`src/rtl/hamming_pkg.sv`:
```
// Shared types and helpers for the Hamming-cost / winner-take-all engine.
//   cost_w    : bit width of a Hamming cost for a given descriptor width
//   nodes_at  : operand count at a given adder-tree level
//   pop_count : the pop-count LUT contents, one entry per LUT input pattern
package hamming_pkg;

  localparam int unsigned COORD_W_DEF = 16;

  typedef logic [COORD_W_DEF-1:0] coords_t;

  typedef enum logic {
    IDLE   = 1'b0,
    ACTIVE = 1'b1
  } wta_state_e;

  function automatic int unsigned cost_w(int unsigned blk);
    return $clog2(blk + 1);
  endfunction

  // Operands remaining after lvl pairwise reductions (odd ones pass through).
  function automatic int unsigned nodes_at(int unsigned n, int unsigned lvl);
    int unsigned r;
    r = n;
    for (int unsigned i = 0; i < lvl; i++) r = (r + 1) / 2;
    return r;
  endfunction

  // Number of set bits among the low n bits (n <= 32).
  function automatic int unsigned pop_count(logic [31:0] bits, int unsigned n);
    int unsigned cnt;
    cnt = 0;
    for (int unsigned i = 0; i < 32; i++) begin
      if (i < n) cnt = cnt + {31'b0, bits[i]};
    end
    return cnt;
  endfunction

endpackage

```
`src/rtl/hamming_cost_wta_if.sv`:
```
// Candidate-stream and result bus of hamming_cost_wta.
//   master : drives candidate beats (in_*, left, right), observes results
//   slave  : the engine; consumes beats, drives cost_* / best_* / seq_err
interface hamming_cost_wta_if
  import hamming_pkg::*;
#(
  parameter int unsigned BLK_SIZE = 256,
  parameter int unsigned COORD_W  = 16,
  parameter int unsigned IDX_W    = 16,
  parameter int unsigned CNT_W    = 8
) ();

  localparam int unsigned COST_W = cost_w(BLK_SIZE);

  logic                in_valid;
  logic                in_first;
  logic                in_last;
  logic [BLK_SIZE-1:0] left;
  logic [BLK_SIZE-1:0] right;
  logic [COORD_W-1:0]  in_coords;
  logic [IDX_W-1:0]    in_index;

  logic                cost_valid;
  logic [COST_W-1:0]   cost;
  logic [IDX_W-1:0]    cost_index;
  logic                best_valid;
  logic [IDX_W-1:0]    best_index;
  logic [COST_W-1:0]   best_cost;
  logic [COST_W-1:0]   second_cost;
  logic [COORD_W-1:0]  best_coords;
  logic [CNT_W-1:0]    best_count;
  logic                seq_err;

  modport master (
    output in_valid, in_first, in_last, left, right, in_coords, in_index,
    input  cost_valid, cost, cost_index, best_valid, best_index, best_cost,
           second_cost, best_coords, best_count, seq_err
  );

  modport slave (
    input  in_valid, in_first, in_last, left, right, in_coords, in_index,
    output cost_valid, cost, cost_index, best_valid, best_index, best_cost,
           second_cost, best_coords, best_count, seq_err
  );

endinterface

```
`src/rtl/hamming_cost_wta_popcount_tree.sv`:
```
// Registered pop-count: LUT stage followed by a pairwise adder tree with one
// register per level, plus a valid/sideband delay line of matching depth.
//   clk, reset : clock, synchronous active-high reset
//   in_valid   : in_bits / in_sb are valid this cycle
//   in_bits    : vector to count
//   in_sb      : sideband carried alongside the count
//   out_valid  : out_pop / out_sb valid (1 + tree-level cycles after in_valid)
//   out_pop    : number of set bits in in_bits
//   out_sb     : sideband matching out_pop
// Every pipeline register loads only when its input stage is valid, so the
// outputs hold their last value between valid beats.
module popcount_tree
  import hamming_pkg::*;
#(
  parameter int unsigned BLK_SIZE = 256,
  parameter int unsigned LUT_BITS = 4,
  parameter int unsigned SB_W     = 1
) (
  input  logic                        clk,
  input  logic                        reset,
  input  logic                        in_valid,
  input  logic [BLK_SIZE-1:0]         in_bits,
  input  logic [SB_W-1:0]             in_sb,
  output logic                        out_valid,
  output logic [cost_w(BLK_SIZE)-1:0] out_pop,
  output logic [SB_W-1:0]             out_sb
);

  localparam int unsigned NUM_LUTS  = BLK_SIZE / LUT_BITS;
  localparam int unsigned PW        = $clog2(LUT_BITS + 1);
  localparam int unsigned TREE_LVLS = $clog2(NUM_LUTS);
  localparam int unsigned DEPTH     = 1 + TREE_LVLS;
  localparam int unsigned COST_W    = cost_w(BLK_SIZE);
  localparam int unsigned ROOT_W    = PW + TREE_LVLS;

  logic [DEPTH-1:0] vld_d, vld_q;
  logic [SB_W-1:0]  sb_d [DEPTH];
  logic [SB_W-1:0]  sb_q [DEPTH];
  logic [PW-1:0]    lut_d [NUM_LUTS];
  logic [PW-1:0]    lut_q [NUM_LUTS];
  logic [ROOT_W-1:0] root;

  // Valid and sideband delay line; stage s mirrors the data register at level s.
  always_comb begin
    vld_d[0] = in_valid;
    sb_d[0]  = in_valid ? in_sb : sb_q[0];
    for (int unsigned s = 1; s < DEPTH; s++) begin
      vld_d[s] = vld_q[s-1];
      sb_d[s]  = vld_q[s-1] ? sb_q[s-1] : sb_q[s];
    end
  end

  // LUT stage: one pop-count per LUT_BITS slice.
  always_comb begin
    for (int unsigned i = 0; i < NUM_LUTS; i++) begin
      lut_d[i] = in_valid
               ? PW'(pop_count(32'(in_bits[i*LUT_BITS +: LUT_BITS]), LUT_BITS))
               : lut_q[i];
    end
  end

  always_ff @(posedge clk) begin
    if (reset) begin
      vld_q <= '0;
      for (int unsigned s = 0; s < DEPTH; s++) sb_q[s] <= '0;
      for (int unsigned i = 0; i < NUM_LUTS; i++) lut_q[i] <= '0;
    end else begin
      vld_q <= vld_d;
      for (int unsigned s = 0; s < DEPTH; s++) sb_q[s] <= sb_d[s];
      for (int unsigned i = 0; i < NUM_LUTS; i++) lut_q[i] <= lut_d[i];
    end
  end

  // Adder tree: level k holds sums one bit wider than level k-1.
  for (genvar k = 1; k <= TREE_LVLS; k++) begin : g_lvl
    localparam int unsigned N_IN  = nodes_at(NUM_LUTS, k - 1);
    localparam int unsigned N_OUT = nodes_at(NUM_LUTS, k);
    localparam int unsigned W     = PW + k;

    logic [W-2:0] src   [N_IN];
    logic [W-1:0] sum_d [N_OUT];
    logic [W-1:0] sum_q [N_OUT];

    if (k == 1) begin : g_src_lut
      assign src = lut_q;
    end else begin : g_src_lvl
      assign src = g_lvl[k-1].sum_q;
    end

    for (genvar j = 0; j < N_OUT; j++) begin : g_node
      if (2 * j + 1 < N_IN) begin : g_pair
        assign sum_d[j] = vld_q[k-1] ? (W'(src[2*j]) + W'(src[2*j+1])) : sum_q[j];
      end else begin : g_pass
        assign sum_d[j] = vld_q[k-1] ? W'(src[2*j]) : sum_q[j];
      end
    end

    always_ff @(posedge clk) begin
      if (reset) begin
        for (int unsigned j = 0; j < N_OUT; j++) sum_q[j] <= '0;
      end else begin
        for (int unsigned j = 0; j < N_OUT; j++) sum_q[j] <= sum_d[j];
      end
    end
  end

  if (TREE_LVLS == 0) begin : g_root_lut
    assign root = lut_q[0];
  end else begin : g_root_tree
    assign root = g_lvl[TREE_LVLS].sum_q[0];
  end

  // The root can never exceed BLK_SIZE, so the truncation is lossless.
  assign out_pop   = COST_W'(root);
  assign out_valid = vld_q[DEPTH-1];
  assign out_sb    = sb_q[DEPTH-1];

endmodule

```
`src/rtl/hamming_cost_wta.sv`:
```
// Hamming-cost engine with a streaming winner-take-all stage for census
// stereo matching. Per candidate beat it emits the pipelined Hamming cost;
// per framed group it reports the lowest-cost index, its cost, the runner-up
// cost, the group coordinates and the candidate count.
//   clk, reset : clock, synchronous active-high reset
//   bus        : candidate stream in (in_*, left, right) and results out
//                (cost_*, best_*, seq_err); see hamming_cost_wta_if
module hamming_cost_wta
  import hamming_pkg::*;
#(
  parameter int unsigned BLK_SIZE = 256,
  parameter int unsigned LUT_BITS = 4,
  parameter int unsigned COORD_W  = 16,
  parameter int unsigned IDX_W    = 16,
  parameter int unsigned CNT_W    = 8
) (
  input  logic              clk,
  input  logic              reset,
  hamming_cost_wta_if.slave bus
);

  localparam int unsigned COST_W = cost_w(BLK_SIZE);
  localparam int unsigned SB_W   = 2 + IDX_W + COORD_W;
  localparam logic [CNT_W-1:0] CNT_MAX = '1;

  // XOR stage
  logic [BLK_SIZE-1:0] x_d, x_q;
  logic                xv_d, xv_q;
  logic [SB_W-1:0]     xsb_d, xsb_q;

  // Pop-count tree output
  logic                t_valid;
  logic [COST_W-1:0]   t_cost;
  logic [SB_W-1:0]     t_sb;
  logic                t_first, t_last;
  logic [IDX_W-1:0]    t_index;
  logic [COORD_W-1:0]  t_coords;

  // Running group state
  wta_state_e          state_d, state_q;
  logic [IDX_W-1:0]    run_idx_d, run_idx_q;
  logic [COST_W-1:0]   run_best_d, run_best_q;
  logic [COST_W-1:0]   run_second_d, run_second_q;
  logic [CNT_W-1:0]    run_cnt_d, run_cnt_q;
  logic [COORD_W-1:0]  run_coords_d, run_coords_q;

  // Result registers
  logic                best_valid_d, best_valid_q;
  logic [IDX_W-1:0]    best_index_d, best_index_q;
  logic [COST_W-1:0]   best_cost_d, best_cost_q;
  logic [COST_W-1:0]   second_cost_d, second_cost_q;
  logic [COORD_W-1:0]  best_coords_d, best_coords_q;
  logic [CNT_W-1:0]    best_count_d, best_count_q;
  logic                seq_err_d, seq_err_q;

  // Stage X: difference bits plus sideband, loaded only on valid beats.
  always_comb begin
    xv_d  = bus.in_valid;
    x_d   = bus.in_valid ? (bus.left ^ bus.right) : x_q;
    xsb_d = bus.in_valid ? {bus.in_first, bus.in_last, bus.in_index, bus.in_coords}
                         : xsb_q;
  end

  always_ff @(posedge clk) begin
    if (reset) begin
      xv_q  <= 1'b0;
      x_q   <= '0;
      xsb_q <= '0;
    end else begin
      xv_q  <= xv_d;
      x_q   <= x_d;
      xsb_q <= xsb_d;
    end
  end

  popcount_tree #(
    .BLK_SIZE (BLK_SIZE),
    .LUT_BITS (LUT_BITS),
    .SB_W     (SB_W)
  ) u_tree (
    .clk       (clk),
    .reset     (reset),
    .in_valid  (xv_q),
    .in_bits   (x_q),
    .in_sb     (xsb_q),
    .out_valid (t_valid),
    .out_pop   (t_cost),
    .out_sb    (t_sb)
  );

  assign t_first  = t_sb[SB_W-1];
  assign t_last   = t_sb[SB_W-2];
  assign t_index  = t_sb[COORD_W +: IDX_W];
  assign t_coords = t_sb[COORD_W-1:0];

  // WTA next state. A first beat always opens a fresh group (abandoning any
  // open one); strict '<' keeps the earlier candidate on ties.
  always_comb begin
    state_d       = state_q;
    run_idx_d     = run_idx_q;
    run_best_d    = run_best_q;
    run_second_d  = run_second_q;
    run_cnt_d     = run_cnt_q;
    run_coords_d  = run_coords_q;
    best_valid_d  = 1'b0;
    best_index_d  = best_index_q;
    best_cost_d   = best_cost_q;
    second_cost_d = second_cost_q;
    best_coords_d = best_coords_q;
    best_count_d  = best_count_q;
    seq_err_d     = 1'b0;

    if (t_valid) begin
      if (t_first) begin
        seq_err_d    = (state_q == ACTIVE);
        state_d      = ACTIVE;
        run_idx_d    = t_index;
        run_best_d   = t_cost;
        run_second_d = '1;
        run_cnt_d    = CNT_W'(1);
        run_coords_d = t_coords;
      end else if (state_q == IDLE) begin
        seq_err_d = 1'b1;
      end else begin
        if (t_cost < run_best_q) begin
          run_second_d = run_best_q;
          run_best_d   = t_cost;
          run_idx_d    = t_index;
        end else if (t_cost < run_second_q) begin
          run_second_d = t_cost;
        end
        if (run_cnt_q != CNT_MAX) run_cnt_d = run_cnt_q + CNT_W'(1);
      end

      if (t_last && (t_first || (state_q == ACTIVE))) begin
        state_d       = IDLE;
        best_valid_d  = 1'b1;
        best_index_d  = run_idx_d;
        best_cost_d   = run_best_d;
        second_cost_d = run_second_d;
        best_coords_d = run_coords_d;
        best_count_d  = run_cnt_d;
      end
    end
  end

  always_ff @(posedge clk) begin
    if (reset) begin
      state_q       <= IDLE;
      run_idx_q     <= '0;
      run_best_q    <= '0;
      run_second_q  <= '0;
      run_cnt_q     <= '0;
      run_coords_q  <= '0;
      best_valid_q  <= 1'b0;
      best_index_q  <= '0;
      best_cost_q   <= '0;
      second_cost_q <= '0;
      best_coords_q <= '0;
      best_count_q  <= '0;
      seq_err_q     <= 1'b0;
    end else begin
      state_q       <= state_d;
      run_idx_q     <= run_idx_d;
      run_best_q    <= run_best_d;
      run_second_q  <= run_second_d;
      run_cnt_q     <= run_cnt_d;
      run_coords_q  <= run_coords_d;
      best_valid_q  <= best_valid_d;
      best_index_q  <= best_index_d;
      best_cost_q   <= best_cost_d;
      second_cost_q <= second_cost_d;
      best_coords_q <= best_coords_d;
      best_count_q  <= best_count_d;
      seq_err_q     <= seq_err_d;
    end
  end

  assign bus.cost_valid  = t_valid;
  assign bus.cost        = t_cost;
  assign bus.cost_index  = t_index;
  assign bus.best_valid  = best_valid_q;
  assign bus.best_index  = best_index_q;
  assign bus.best_cost   = best_cost_q;
  assign bus.second_cost = second_cost_q;
  assign bus.best_coords = best_coords_q;
  assign bus.best_count  = best_count_q;
  assign bus.seq_err     = seq_err_q;

endmodule

```
`src/flat_wrapper.sv`:
```
// flat-port wrapper written by rule: the top's interface ports become plain ports
module hamming_cost_wta_flat import hamming_pkg::*;
#(
  parameter int unsigned BLK_SIZE = 256,
  parameter int unsigned LUT_BITS = 4,
  parameter int unsigned COORD_W  = 16,
  parameter int unsigned IDX_W    = 16,
  parameter int unsigned CNT_W    = 8
)
  (clk, reset, bus_in_valid, bus_in_first, bus_in_last, bus_left, bus_right, bus_in_coords, bus_in_index, bus_cost_valid, bus_cost, bus_cost_index, bus_best_valid, bus_best_index, bus_best_cost, bus_second_cost, bus_best_coords, bus_best_count, bus_seq_err);
  hamming_cost_wta_if #(.BLK_SIZE(BLK_SIZE), .COORD_W(COORD_W), .IDX_W(IDX_W), .CNT_W(CNT_W)) bus_i ();
  input  logic clk;
  input  logic reset;
  input wire logic [$bits(bus_i.in_valid)-1:0] bus_in_valid;
  input wire logic [$bits(bus_i.in_first)-1:0] bus_in_first;
  input wire logic [$bits(bus_i.in_last)-1:0] bus_in_last;
  input wire logic [$bits(bus_i.left)-1:0] bus_left;
  input wire logic [$bits(bus_i.right)-1:0] bus_right;
  input wire logic [$bits(bus_i.in_coords)-1:0] bus_in_coords;
  input wire logic [$bits(bus_i.in_index)-1:0] bus_in_index;
  output wire logic [$bits(bus_i.cost_valid)-1:0] bus_cost_valid;
  output wire logic [$bits(bus_i.cost)-1:0] bus_cost;
  output wire logic [$bits(bus_i.cost_index)-1:0] bus_cost_index;
  output wire logic [$bits(bus_i.best_valid)-1:0] bus_best_valid;
  output wire logic [$bits(bus_i.best_index)-1:0] bus_best_index;
  output wire logic [$bits(bus_i.best_cost)-1:0] bus_best_cost;
  output wire logic [$bits(bus_i.second_cost)-1:0] bus_second_cost;
  output wire logic [$bits(bus_i.best_coords)-1:0] bus_best_coords;
  output wire logic [$bits(bus_i.best_count)-1:0] bus_best_count;
  output wire logic [$bits(bus_i.seq_err)-1:0] bus_seq_err;
  assign bus_i.in_valid = bus_in_valid;
  assign bus_i.in_first = bus_in_first;
  assign bus_i.in_last = bus_in_last;
  assign bus_i.left = bus_left;
  assign bus_i.right = bus_right;
  assign bus_i.in_coords = bus_in_coords;
  assign bus_i.in_index = bus_in_index;
  assign bus_cost_valid = bus_i.cost_valid;
  assign bus_cost = bus_i.cost;
  assign bus_cost_index = bus_i.cost_index;
  assign bus_best_valid = bus_i.best_valid;
  assign bus_best_index = bus_i.best_index;
  assign bus_best_cost = bus_i.best_cost;
  assign bus_second_cost = bus_i.second_cost;
  assign bus_best_coords = bus_i.best_coords;
  assign bus_best_count = bus_i.best_count;
  assign bus_seq_err = bus_i.seq_err;
  hamming_cost_wta #(.BLK_SIZE(BLK_SIZE), .LUT_BITS(LUT_BITS), .COORD_W(COORD_W), .IDX_W(IDX_W), .CNT_W(CNT_W)) u_core (.clk(clk), .reset(reset), .bus(bus_i));
endmodule
```
`config.mk`:
```
export PLATFORM = sky130hd
export DESIGN_NAME = hamming_cost_wta_flat
export DESIGN_NICKNAME = d
export VERILOG_FILES = /design/src/rtl/hamming_pkg.sv /design/src/rtl/hamming_cost_wta_if.sv /design/src/rtl/hamming_cost_wta_popcount_tree.sv /design/src/rtl/hamming_cost_wta.sv /design/src/flat_wrapper.sv
export SDC_FILE = /design/constraint.sdc
export NUM_CORES = 2
export LEC_CHECK = 0
export CAP_MARGIN = 5
export CORE_UTILIZATION = 40
export DETAILED_ROUTE_END_ITERATION = 10
export GPL_TIMING_DRIVEN = 1
export SYNTH_ARGS = -nofsm -noshare
export SYNTH_HDL_FRONTEND = slang
export SYNTH_SLANG_ARGS = --single-unit
```
`constraint.sdc`:
```
create_clock -name clk -period 4 [get_ports clk]
set_clock_uncertainty 0.15 [all_clocks]
set_input_delay 0.6 -clock clk [delete_from_list [all_inputs] [get_ports clk]]
set_output_delay 0.6 -clock clk [all_outputs]
set_load 0.01 [all_outputs]
```
==> impl_results.md <==
- Status: completed
- Vias/cell: 4.772
- Slew margin rel.: 34.96%
- Critical Path RT: 4.43 ns
- Fillers: 12620
- Tot Pwr: 27.69 mW
- CP max-delay cell: nor2_4
- Initial Util: 40.49%
- Setup CP Type: flop to flop
- H-Tree Depth: 4
- Final min period: 2.856 ns
- Number of setup violations in the final report: 0
- DP Cell Count: 7851
- First-pass GRT wire length: 193700 um
- Routed vias: 38630
- Row count: 135
- Final nets: 7275
- CP startpoint kind: flop
- Post-CTS Hold Buffers: 0
- DRC violations left: 0
- Leak: 27.21 nW
- Post-Syn Area: 0.05505 sq mm
- Critical Path AT: 3.29 ns
- DP Wirelength: 81320 um
- Final Hold Viols: 0
- Full die area: 0.1391 sq mm
- Critical Path Max Stage Delay: 0.75 ns
- Syn. warnings: 0
- Cells along the critical path: inv_1, ha_1, and3_1, o2111a_1, a211oi_4, nor2_4, mux2i_1, a211oi_1
- Synth-to-Final Area Change: 22.94%
- Worst-margin pin slew: 0.9756 ns
- PwrDens: 409.1 mW/mm^2
- Setup TNS: 0 ns
- Post-synth ARST share: 0%
- EDFF count, synth: 0
- Total Wirelength: 116000 um
- Number of global-route vias before repair: 38370
- Non-filler cells, final: 8095
- Syn Area/Cell: 9.636 sq um
- Period utilization: 71.41%
- Post-synthesis cell count: 5713
- Crit-path max FO: 25
- GRT overflow: 0
- Maximum Capacitance Violations: 0
- Placer Congestion: 0.7942
- Bufs on Longest Clock Path: 3
- Pre-antenna DRT Iters: 5
- Sequential cell area fraction in the yosys report: 42.04%
- Largest net degree at the start of global routing: 142
- CTS tree: done
- Initial antenna violation count: 1
- Detail Route Antenna Nets: 0
- Routed length per instance: 14.33 um
- Root Driver: clkbuf_16
- Post-Syn Nets: 6781
- Number of setup buffers added after CTS: 0
- Share of cells above drive strength 1: 4.990%
- Commonest non-fill, non-tap cell in the layout: dfxtp_1
- HP Class: input pin to flop
- Most frequent cells in the layout: dfxtp_1, nor2_1, mux2i_1
- Clk slew on worst S/H paths: 0.05 ns
- I/O Buffers: 634
- Worst hold margin: 0.2031 ns
- Drt initial violations: 1576
- F_max: 350.1 MHz
- Top-level I/O count: 635
- Chip width: 373.0 um
- Sink Count: 1156
- Global Route Usage Sum: 16.65%
- CP Capture Type: flop
- Main synth FF type: dfxtp_1
- Fin. max-slew vios: 0
- Skew-Pair Late Insertion Delay: 0.75 ns
- Vert. Die Dim: 373.0 um
- RSZ-0062 raised after global routing: no
- TritonCTS Buffers: 135
- Core area: 0.1360 sq mm
- Cts repair resizes: 0
- Yosys cell types: 66
- Worst VDD drop: 0.2601 mV
- Register bit total from synthesis: 1156
## metal layers
metal / vias up / GRT usage (%) / share of wire [%]
met5: - / 0 / 0
met4: 0 / 4.694 / 2.0
met3: 160 / 3.161 / 3.8
met2: 566 / 28.31 / 48
met1: 17820 / 21.37 / 46
li1: 20090 / - / -
## cell usage after synthesis, types with 8 or more instances
master | count | area share (%)
a211oi_1 | 411 | 5.6
a21o_1 | 79 | 1.1
a21oi_1 | 133 | 1.2
a221oi_1 | 8 | 0.13
a311oi_1 | 24 | 0.38
buf_1 | 45 | 0.31
buf_2 | 13 | 0.12
buf_4 | 17 | 0.23
clkbuf_1 | 255 | 1.7
dfxtp_1 | 1156 | 42
fa_1 | 127 | 4.6
ha_1 | 392 | 8.9
inv_1 | 586 | 4.0
mux2i_1 | 711 | 13
nand2_1 | 65 | 0.44
nor2_1 | 1117 | 7.6
nor2b_1 | 31 | 0.35
nor3_1 | 8 | 0.073
nor3b_1 | 9 | 0.12
o21ai_0 | 40 | 0.36
o21bai_1 | 16 | 0.22
xnor2_1 | 366 | 5.8
## power by group
part | internal, mW | switching, mW | total (mW)
Sequential | 11.9 | 0.280 | 12.2
Clock | 7.81 | 5.00 | 12.8
Combinational | 1.39 | 1.27 | 2.66
Total | 21.1 | 6.55 | 27.7
## registers in the layout (all words and copies together), names as in the netlist
name,count
u_core.bus.second_cost,9
u_core.u_tree.g_lvl.sum_q,309
u_core.xv_q,1
u_core.bus.best_count,8
u_core.bus.best_cost,9
u_core.run_idx_q,16
u_core.x_q,256
u_core.xsb_q,34
u_core.run_coords_q,16
u_core.run_second_q,9
u_core.bus.seq_err,1
u_core.u_tree.sb_q,238
u_core.bus.best_index,16
u_core.state_q,1
u_core.bus.best_valid,1
u_core.u_tree.vld_q,7
u_core.run_cnt_q,8
u_core.u_tree.g_lvl.src,192
u_core.run_best_q,9
u_core.bus.best_coords,16
## final timing paths
check / endpoint / slack (ns) / from / depth (start not counted)
min: u_core.run_best_q[3] / 0.20 / reset / 2
min reg2reg: u_core.run_coords_q[5] / 0.30 / u_core.run_coords_q[5] / 2
max: u_core.bus.best_cost[6] / 1.14 / u_core.run_best_q[7] / 8
max reg2reg: u_core.bus.best_cost[6] / 1.14 / u_core.run_best_q[7] / 8
## through the flow
step,util [%],instance area [sq um],setup WS (ns)
floorplan,-,55050,1.547
global placement,46.31,62970,1.213
detailed placement,46.31,62970,1.123
global route,49.78,67680,0.9139
CTS,49.77,67680,1.144
finish,49.78,67680,1.144
## layout make-up
type                            instances  area [sq um]  share of cell area, %
Antenna cell                            1         2.502               0.003697
Clock buffer                          196          3981                  5.882
Clock inverter                         47         728.2                  1.076
Inverter                              587          2203                  3.255
Multi-Input combinational cell       3635         28330                  41.86
Sequential cell                      1156         23170                  34.23
Tap cell                             1781          2228                  3.292
Timing Repair Buffer                  692          7042                  10.40
## worst max-delay path, delay by kind of cell, from the launching register on
kind,cells,cell delay [ns]
flops,1,0.38
buf+inv,1,0.08
simple gates,2,0.94
compound gates,3,0.54
mux,1,0.31
fa+ha+maj,1,0.29
## cell families after synthesis
group                      Yosys count  share of synthesized area, %
AOI/OAI and AO/OA                  764                         9.876
DFF                               1156                         42.04
xor gates and xnor gates           367                         5.839
buffers and inverters              922                         6.514
adders and majority gates          519                         13.53
muxes                              718                         13.07
and+or+nand+nor                   1267                         9.135
No activity file was read; power rests on OpenSTA's default activity.
